### src/rtl/booth_csa_reducer_if.sv
// booth_csa_reducer_if: operand/result handshake bundle for the Booth carry-save reducer
interface booth_csa_reducer_if;
    logic        in_valid;
    logic        in_ready;
    logic [15:0] a;
    logic [15:0] b;
    logic        out_valid;
    logic        out_ready;
    logic [31:0] sum_vec;
    logic [31:0] carry_vec;
    logic        busy;
    modport master (
        output in_valid, a, b, out_ready,
        input  in_ready, out_valid, sum_vec, carry_vec, busy
    );
    modport slave (
        input  in_valid, a, b, out_ready,
        output in_ready, out_valid, sum_vec, carry_vec, busy
    );
endinterface

### src/rtl/booth_csa_reducer.sv
// booth_csa_reducer: radix-4 Booth multiplier that folds one partial product per cycle into carry-save S/C
module booth_csa_reducer (
    input logic                 clk,
    input logic                 rst,
    booth_csa_reducer_if.slave  bus
);
    typedef enum logic [1:0] {IDLE, RUN, DONE} state_t;
    state_t      state, state_nx;
    logic [15:0] a_q, b_q;
    logic [31:0] s_q, c_q;
    logic [2:0]  cnt;
    logic [16:0] bx;
    logic [2:0]  dig;
    logic        zero, two, neg;
    logic [31:0] a_ext, mag, shifted, pp, s_nx, maj;
    assign bx    = {b_q, 1'b0};
    assign dig   = bx[{cnt, 1'b0} +: 3];
    assign a_ext = {{16{a_q[15]}}, a_q};
    always_comb begin
        zero    = (dig == 3'b000) || (dig == 3'b111);
        two     = (dig == 3'b011) || (dig == 3'b100);
        neg     = dig[2] && !zero;
        mag     = zero ? 32'd0 : (two ? {a_ext[30:0], 1'b0} : a_ext);
        shifted = mag << {cnt, 1'b0};
        pp      = neg ? ~shifted : shifted;
        s_nx    = s_q ^ c_q ^ pp;
        maj     = (s_q & c_q) | (s_q & pp) | (c_q & pp);
    end
    // the +1 of a negated partial product lands in the always-empty LSB of the shifted carry
    always_comb begin
        state_nx = state;
        if (state == IDLE && bus.in_valid) state_nx = RUN;
        if (state == RUN && cnt == 3'd7) state_nx = DONE;
        if (state == DONE && bus.out_ready) state_nx = IDLE;
    end
    always_ff @(posedge clk) begin
        if (rst) begin
            state <= IDLE;
            a_q   <= '0;
            b_q   <= '0;
            s_q   <= '0;
            c_q   <= '0;
            cnt   <= '0;
        end else begin
            state <= state_nx;
            if (state == IDLE && bus.in_valid) begin
                a_q <= bus.a;
                b_q <= bus.b;
                s_q <= '0;
                c_q <= '0;
                cnt <= '0;
            end else if (state == RUN) begin
                s_q <= s_nx;
                c_q <= {maj[30:0], neg};
                cnt <= cnt + 3'd1;
            end
        end
    end
    assign bus.in_ready  = (state == IDLE);
    assign bus.out_valid = (state == DONE);
    assign bus.busy      = (state != IDLE);
    assign bus.sum_vec   = (state == DONE) ? s_q : 32'd0;
    assign bus.carry_vec = (state == DONE) ? c_q : 32'd0;
endmodule

### src/flat_wrapper.sv
// flat-port wrapper written by rule: the top's interface ports become plain ports
module booth_csa_reducer_flat 
  (clk, rst, bus_in_valid, bus_a, bus_b, bus_out_ready, bus_in_ready, bus_out_valid, bus_sum_vec, bus_carry_vec, bus_busy);
  booth_csa_reducer_if bus_i ();
  input logic clk;
  input logic rst;
  input wire logic [$bits(bus_i.in_valid)-1:0] bus_in_valid;
  input wire logic [$bits(bus_i.a)-1:0] bus_a;
  input wire logic [$bits(bus_i.b)-1:0] bus_b;
  input wire logic [$bits(bus_i.out_ready)-1:0] bus_out_ready;
  output wire logic [$bits(bus_i.in_ready)-1:0] bus_in_ready;
  output wire logic [$bits(bus_i.out_valid)-1:0] bus_out_valid;
  output wire logic [$bits(bus_i.sum_vec)-1:0] bus_sum_vec;
  output wire logic [$bits(bus_i.carry_vec)-1:0] bus_carry_vec;
  output wire logic [$bits(bus_i.busy)-1:0] bus_busy;
  assign bus_i.in_valid = bus_in_valid;
  assign bus_i.a = bus_a;
  assign bus_i.b = bus_b;
  assign bus_i.out_ready = bus_out_ready;
  assign bus_in_ready = bus_i.in_ready;
  assign bus_out_valid = bus_i.out_valid;
  assign bus_sum_vec = bus_i.sum_vec;
  assign bus_carry_vec = bus_i.carry_vec;
  assign bus_busy = bus_i.busy;
  booth_csa_reducer u_core (.clk(clk), .rst(rst), .bus(bus_i));
endmodule
### config.mk
export PLATFORM = sky130hd
export DESIGN_NAME = booth_csa_reducer_flat
export DESIGN_NICKNAME = d
export VERILOG_FILES = /design/src/rtl/booth_csa_reducer_if.sv /design/src/rtl/booth_csa_reducer.sv /design/src/flat_wrapper.sv
export SDC_FILE = /design/constraint.sdc
export NUM_CORES = 1
export LEC_CHECK = 0
export CORE_MARGIN = 1
export CORE_UTILIZATION = 55
export CTS_CLUSTER_DIAMETER = 60
export CTS_CLUSTER_SIZE = 20
export DETAILED_ROUTE_END_ITERATION = 6
export HOLD_SLACK_MARGIN = 0.06
export PLACE_DENSITY = 0.92
export SLEW_MARGIN = 20
export SYNTH_ARGS = -nofsm -noshare
export SYNTH_HDL_FRONTEND = slang
export SYNTH_SLANG_ARGS = --single-unit
### constraint.sdc
create_clock -name clk -period 4.8 [get_ports clk]
set_input_delay 1.2 -clock clk [delete_from_list [all_inputs] [get_ports clk]]
set_output_delay 1.2 -clock clk [all_outputs]
set_load 0.01 [all_outputs]
==> results of run 1 <==
cell type report:
| type | instances | area, µm² | area share, % |
|---|---|---|---|
| inverters | 78 | 293 | 3.60 |
| multi-input cells | 569 | 4120 | 50.6 |
| well taps | 143 | 179 | 2.20 |
| clock inverters | 4 | 76.3 | 0.939 |
| repair buffers | 123 | 1180 | 14.5 |
| flip-flops and latches | 101 | 2020 | 24.9 |
| clock buffers | 12 | 267 | 3.28 |
state kept, by name, summed over array words and instances (netlist names):
register      cells
u_core.cnt        3
u_core.s_q       32
u_core.c_q       32
u_core.a_q       16
u_core.b_q       16
u_core.state      2
Yosys cell counts, drive strengths merged (2+ instances only):
master / count / share of area (%)
dfxtp: 101 / 30
nand2: 90 / 5.0
nor2: 87 / 5.0
inv: 78 / 4.4
and2: 66 / 6.2
a211oi: 64 / 7.2
a21oi: 46 / 3.4
clkbuf: 38 / 2.1
fa: 31 / 9.3
xnor2: 29 / 3.8
buf: 28 / 2.0
nand4: 17 / 1.6
mux4: 14 / 4.7
mux2i: 13 / 2.1
o21ai: 12 / 0.90
mux2: 10 / 1.7
nand3: 9 / 0.67
nor4: 8 / 0.97
a221oi: 7 / 1.0
nor3: 7 / 0.52
o2111ai: 7 / 0.92
o211ai: 7 / 0.79
o22ai: 5 / 0.47
a31oi: 4 / 0.37
o211a: 4 / 0.60
nand2b: 3 / 0.28
nor2b: 3 / 0.28
or3: 3 / 0.28
a2111oi: 2 / 0.26
a221o: 2 / 0.30
a22oi: 2 / 0.22
a2bb2oi: 2 / 0.26
ha: 2 / 0.37
through the flow:
stage	cells	worst slack (ps)
2_1_floorplan	814	1060
3_3_place_gp	1014	613
3_5_place_dp	1014	532
4_1_cts	1030	499
5_1_grt	1030	241
6_report	1030	473
placed cells by master (no fill, tap or decap), drive strengths merged, types with 2 or more instances in the layout:
master,count
o2111ai,7
fa,31
clkdlybuf4s50,102
a2bb2oi,2
nand2b,3
mux4,14
or3,3
o22ai,5
a2111oi,2
o211ai,7
bufinv,2
a21oi,46
mux2i,13
a22oi,2
o211a,4
a211oi,64
inv,79
nand3,9
dfxtp,101
xnor2,29
nor2,87
buf,21
mux2,10
and2,66
ha,2
a31oi,4
nand4,17
nor2b,3
nor4,8
clkbuf,12
nand2,90
o21ai,12
a221o,2
a221oi,7
nor3,7
report_power, final:
group          total (mW)  internal, mW  switching (mW)
Clock               0.819         0.502           0.317
Sequential          0.934         0.890          0.0445
Combinational       0.418         0.170           0.248
how the worst max path moves through the flow:
stage,to,slack [ps]
floorplan,u_core.s_q[13]$_SDFFE_PP0P_,1060
global placement,u_core.s_q[13]$_SDFFE_PP0P_,610
detailed placement,u_core.s_q[13]$_SDFFE_PP0P_,530
CTS,u_core.s_q[13]$_SDFFE_PP0P_,500
global route,u_core.s_q[13]$_SDFFE_PP0P_,240
finish,u_core.s_q[13]$_SDFFE_PP0P_,470
kinds of logic after synthesis:
kind of cell    synth area share, %
simple gates                   21.0
xor+xnor                       3.93
fa+ha+maj                      9.65
buf+inv                        8.51
flops                          30.2
compound gates                 18.1
mux                            8.58
critical path: stages (launching register included):
cell	delay, ps
dfxtp_1	670
mux2_2	420
mux4_2	610
xnor2_1	180
buf_4	210
o211a_1	260
mux4_2	510
mux2_1	330
or3b_1	400
fa_1	440
a211oi_1	200
per-layer routing:
layer / GRT usage, % / part of all wire (%)
met1: 37.4 / 45
met2: 45.6 / 47
met3: 3.73 / 5.1
met4: 12.3 / 2.8
met5: 0 / 0
==> results.cfg, run 1 <==
[detailed_routing]
antenna_left = 0
routed_wirelength_um = 16500
route.vias.total = 5899
wl_per_cell_um = 16.0
avgViaCountPerCell = 5.73
post-route-drc-count = 10
detail_route.first_pass.iterations = 7
initialDrtViolationCount = 558

[sta]
worst_clock_skew_ps = 7.76
setup_viol = 0
timing_worst_slew_pin_value_ps = 973
final.period_utilization_pct = 90.1
maxSlewHeadroom_pct = 35.2
final-hold-violation-count = 0
finalMaxSlewViolations = 0
holdWs_ps = 457
fin_crit_ps = 4330
setup_repair_after_global_routing_missed_its_margin = false
maxClockFrequency_mhz = 231
totalNegativeSetupSlack_ps = 0

[grt]
grt_max_degree = 69
first_pass_grt_wire_length_um = 28200
antenna_found_initial = 0
first_global_vias = 5666
grt_util_all_layers_pct = 28.0
overflow = 0

[critical_path]
worst-r2r-cell-count = 10
critPathCaptureType = register
timing.rr.start = u_core.cnt[1]$_SDFFE_PP0P_
crit_required_ps = 5060
crit_fanout = 20
worstSetupStartpoint = u_core.cnt[1]$_SDFFE_PP0P_
reg2reg_setup_slack_ps = 470
worstSetupPathType = register to register
r2r_end = u_core.s_q[13]$_SDFFE_PP0P_
worst_setup_path_start_kind = register
worstPathArrival_ps = 4590

[hold_path]
min_path_cells = 2
hp-start = u_core.a_q[6]$_SDFFE_PP0P_
type_of_the_worst_min_delay_path = register to register
whs_endpoint = u_core.a_q[6]$_SDFFE_PP0P_

[clock_tree]
ctsRootBufferMaster = clkbuf_16
ctsLongestPathBuffers = 2
cts-hold-fix-buffers = 0
clk_pin_slew_worst_paths_ps = 70
htree_levels = 3
num_cts_buffers = 9
cts_num_sinks = 101
post-cts-setup-buffer-count = 0
clk_latency_ps = 340
tritoncts_clock_tree = yes
post_cts_resized = 0

[place]
dpl-instance-area_um2 = 7790
placement.io_buffers = 102
hpwlAfterDp_um = 12300
gp_congestion = 0.950

[yosys]
synth_async_sr_flop_share_pct = 0
synth_flop_cell = dfxtp_1
synth.cell_area_um2 = 6690
synth_seq_cells = 101
synth_nets = 883
postSynthAreaPerCell_um2 = 8.22
synthCells = 814
count_of_flip_flops_with_a_built_in_enable_after_synthesis = 0
synth_sequential_area_ratio_pct = 30.2
yosys.cell_types.count = 56
synth.yosys.warnings = 0

[final_layout]
design.final.nets = 951
finish.instance_area_um2 = 8130
n_fill_cell = 888
share_of_final_layout_standard_cells_stronger_than_drive_strength_1_pct = 7.67
area_delta_synth_final_pct = 21.5
finalCoreUtilization_pct = 70.0
antennaDiodeCount = 0

[outcome]
failed_checks = DRC
run_status = finished with violations

[power_and_ir_drop]
power.static_leakage_nw = 2.63
p_per_area_nw_per_um2 = 267
total_power_mw = 2.17
vdd_drop_max_uv = 155

[floorplan]
fp.coreArea_um2 = 11600
die_width_um = 112
floorplan.die_area_um2 = 12600
fp.dieH_um = 112
rows = 39
initial_core_util_pct = 57.6
ios = 103

[job]
drv_cap = 0
No activity file was read; power rests on OpenSTA's default activity.
==> run 2, diff against run 1 <==
--- a/config.mk
+++ b/config.mk
@@ -6,12 +6,12 @@
 export NUM_CORES = 1
 export LEC_CHECK = 0
 export CORE_MARGIN = 1
-export CORE_UTILIZATION = 55
+export CORE_UTILIZATION = 40
 export CTS_CLUSTER_DIAMETER = 60
 export CTS_CLUSTER_SIZE = 20
 export DETAILED_ROUTE_END_ITERATION = 6
 export HOLD_SLACK_MARGIN = 0.06
-export PLACE_DENSITY = 0.92
+export PLACE_DENSITY = 0.73
 export SLEW_MARGIN = 20
 export SYNTH_ARGS = -nofsm -noshare
 export SYNTH_HDL_FRONTEND = slang
==> results.cfg, run 2 (synthesis results as in run 1) <==
[final_layout]
design.final.nets = 949
layout_top_registers = u_core.c_q (32), u_core.s_q (32)
layout.cells.most_common = clkdlybuf4s50_1
seqCellArea_um2 = 2020
antennaDiodeCount = 0
finalCoreUtilization_pct = 50.6
finish.instance_area_um2 = 8150
multiInputGateArea_um2 = 4120
area_delta_synth_final_pct = 21.8
mostFrequentLayoutCells = clkdlybuf4s50_1 (102), dfxtp_1 (101), nand2_1 (90)
n_fill_cell = 1571
share_of_final_layout_standard_cells_stronger_than_drive_strength_1_pct = 7.57

[detailed_routing]
antenna_left = 0
initialDrtViolationCount = 348
avgViaCountPerCell = 5.31
detail_route.first_pass.iterations = 4
post-route-drc-count = 0
route.vias.total = 5847
routed_wirelength_um = 16700
wl_per_cell_um = 15.2

[critical_path]
worstSetupPathType = register to register
critPathCaptureType = register
reg2reg_setup_slack_ps = 500
crit_fanout = 13
worst-r2r-cell-count = 10
worst_setup_path_start_kind = register
timing.rr.start = u_core.cnt[1]$_SDFFE_PP0P_
r2r_end = u_core.s_q[13]$_SDFFE_PP0P_
worstPathArrival_ps = 4570
worstSetupStartpoint = u_core.cnt[1]$_SDFFE_PP0P_
crit_required_ps = 5080

[clock_tree]
ctsRootBufferMaster = clkbuf_16
ctsLongestPathBuffers = 2
cts-hold-fix-buffers = 0
clk_pin_slew_worst_paths_ps = 70
tritoncts_clock_tree = yes
clk_latency_ps = 360
post_cts_resized = 0
num_cts_buffers = 9
htree_levels = 3
cts_num_sinks = 101
post-cts-setup-buffer-count = 0

[place]
gp_congestion = 0.941
dpl-instance-area_um2 = 7870
hpwlAfterDp_um = 12400
placement.io_buffers = 102

[grt]
first_pass_grt_wire_length_um = 28100
overflow = 0
grt_max_degree = 73
grt_util_all_layers_pct = 19.9
antenna_found_initial = 0
first_global_vias = 5491

[hold_path]
min_path_cells = 2
hp-start = u_core.b_q[6]$_SDFFE_PP0P_
whs_endpoint = u_core.b_q[6]$_SDFFE_PP0P_
type_of_the_worst_min_delay_path = register to register

[floorplan]
initial_core_util_pct = 41.5
fp.coreArea_um2 = 16100
die_width_um = 131
fp.dieH_um = 131
rows = 46
ios = 103
floorplan.die_area_um2 = 17300

[sta]
setup_viol = 0
maxSlewHeadroom_pct = 33.1
fin_crit_ps = 4300
setup_repair_after_global_routing_missed_its_margin = false
totalNegativeSetupSlack_ps = 0
maxClockFrequency_mhz = 233
finalMaxSlewViolations = 0
final-hold-violation-count = 0
worst_clock_skew_ps = 8.46
final.period_utilization_pct = 89.5
timing_worst_slew_pin_value_ps = 1000

[power_and_ir_drop]
vdd_drop_max_uv = 189
power.static_leakage_nw = 2.59
p_per_area_nw_per_um2 = 252

[job]
drv_cap = 0

[outcome]
run_status = finished clean
==> run 2: report_power, final <==
group,switching (mW),total [mW],internal (mW)
clock network,0.343,0.702,0.359
logic,0.245,0.414,0.168
registers,0.0453,0.935,0.889
total,0.633,2.05,1.42
==> run 2: how the worst max path moves through the flow <==
stage,to,slack [ps],cells past startpoint
final,u_core.s_q[13]$_SDFFE_PP0P_,500,10
after global routing,u_core.s_q[14]$_SDFFE_PP0P_,290,10
after global placement,u_core.s_q[13]$_SDFFE_PP0P_,590,10
after CTS,u_core.s_q[13]$_SDFFE_PP0P_,520,10
after detailed placement,u_core.s_q[13]$_SDFFE_PP0P_,540,10
after floorplan,u_core.s_q[13]$_SDFFE_PP0P_,1060,11
==> run 2: critical path: stages (launching register included) <==
cell and delay (ps):
dfxtp_1 680, mux2_2 410, mux4_2 620, xnor2_1 210, buf_4 190, o211a_1 250, mux4_2 520, mux2_1 320
or3b_1 390, fa_1 430, a211oi_1 190
==> run 2: per-layer routing <==
metal | share of wire, % | global-route usage [%]
met1 | 49 | 28.0
met2 | 45 | 30.5
met3 | 4.3 | 3.97
met4 | 1.9 | 6.52
met5 | 0 | 0
==> run 2: area by class of cell <==
class / count / area share [%]
Sequential cell: 101 / 24.8
Clock inverter: 7 / 0.675
Inverter: 78 / 3.59
Multi-Input combinational cell: 569 / 50.6
Clock buffer: 9 / 2.76
Tap cell: 216 / 3.32
Timing Repair Buffer: 121 / 14.3
==> run 2: through the flow <==
step,std cells,hold slack [ps],setup slack (ps),total power [mW]
2_1_floorplan,814,433,1060,1.24
3_3_place_gp,1085,443,586,1.35
3_5_place_dp,1085,447,545,1.37
4_1_cts,1101,456,519,2.07
5_1_grt,1101,481,294,2.16
6_report,1101,454,505,2.05
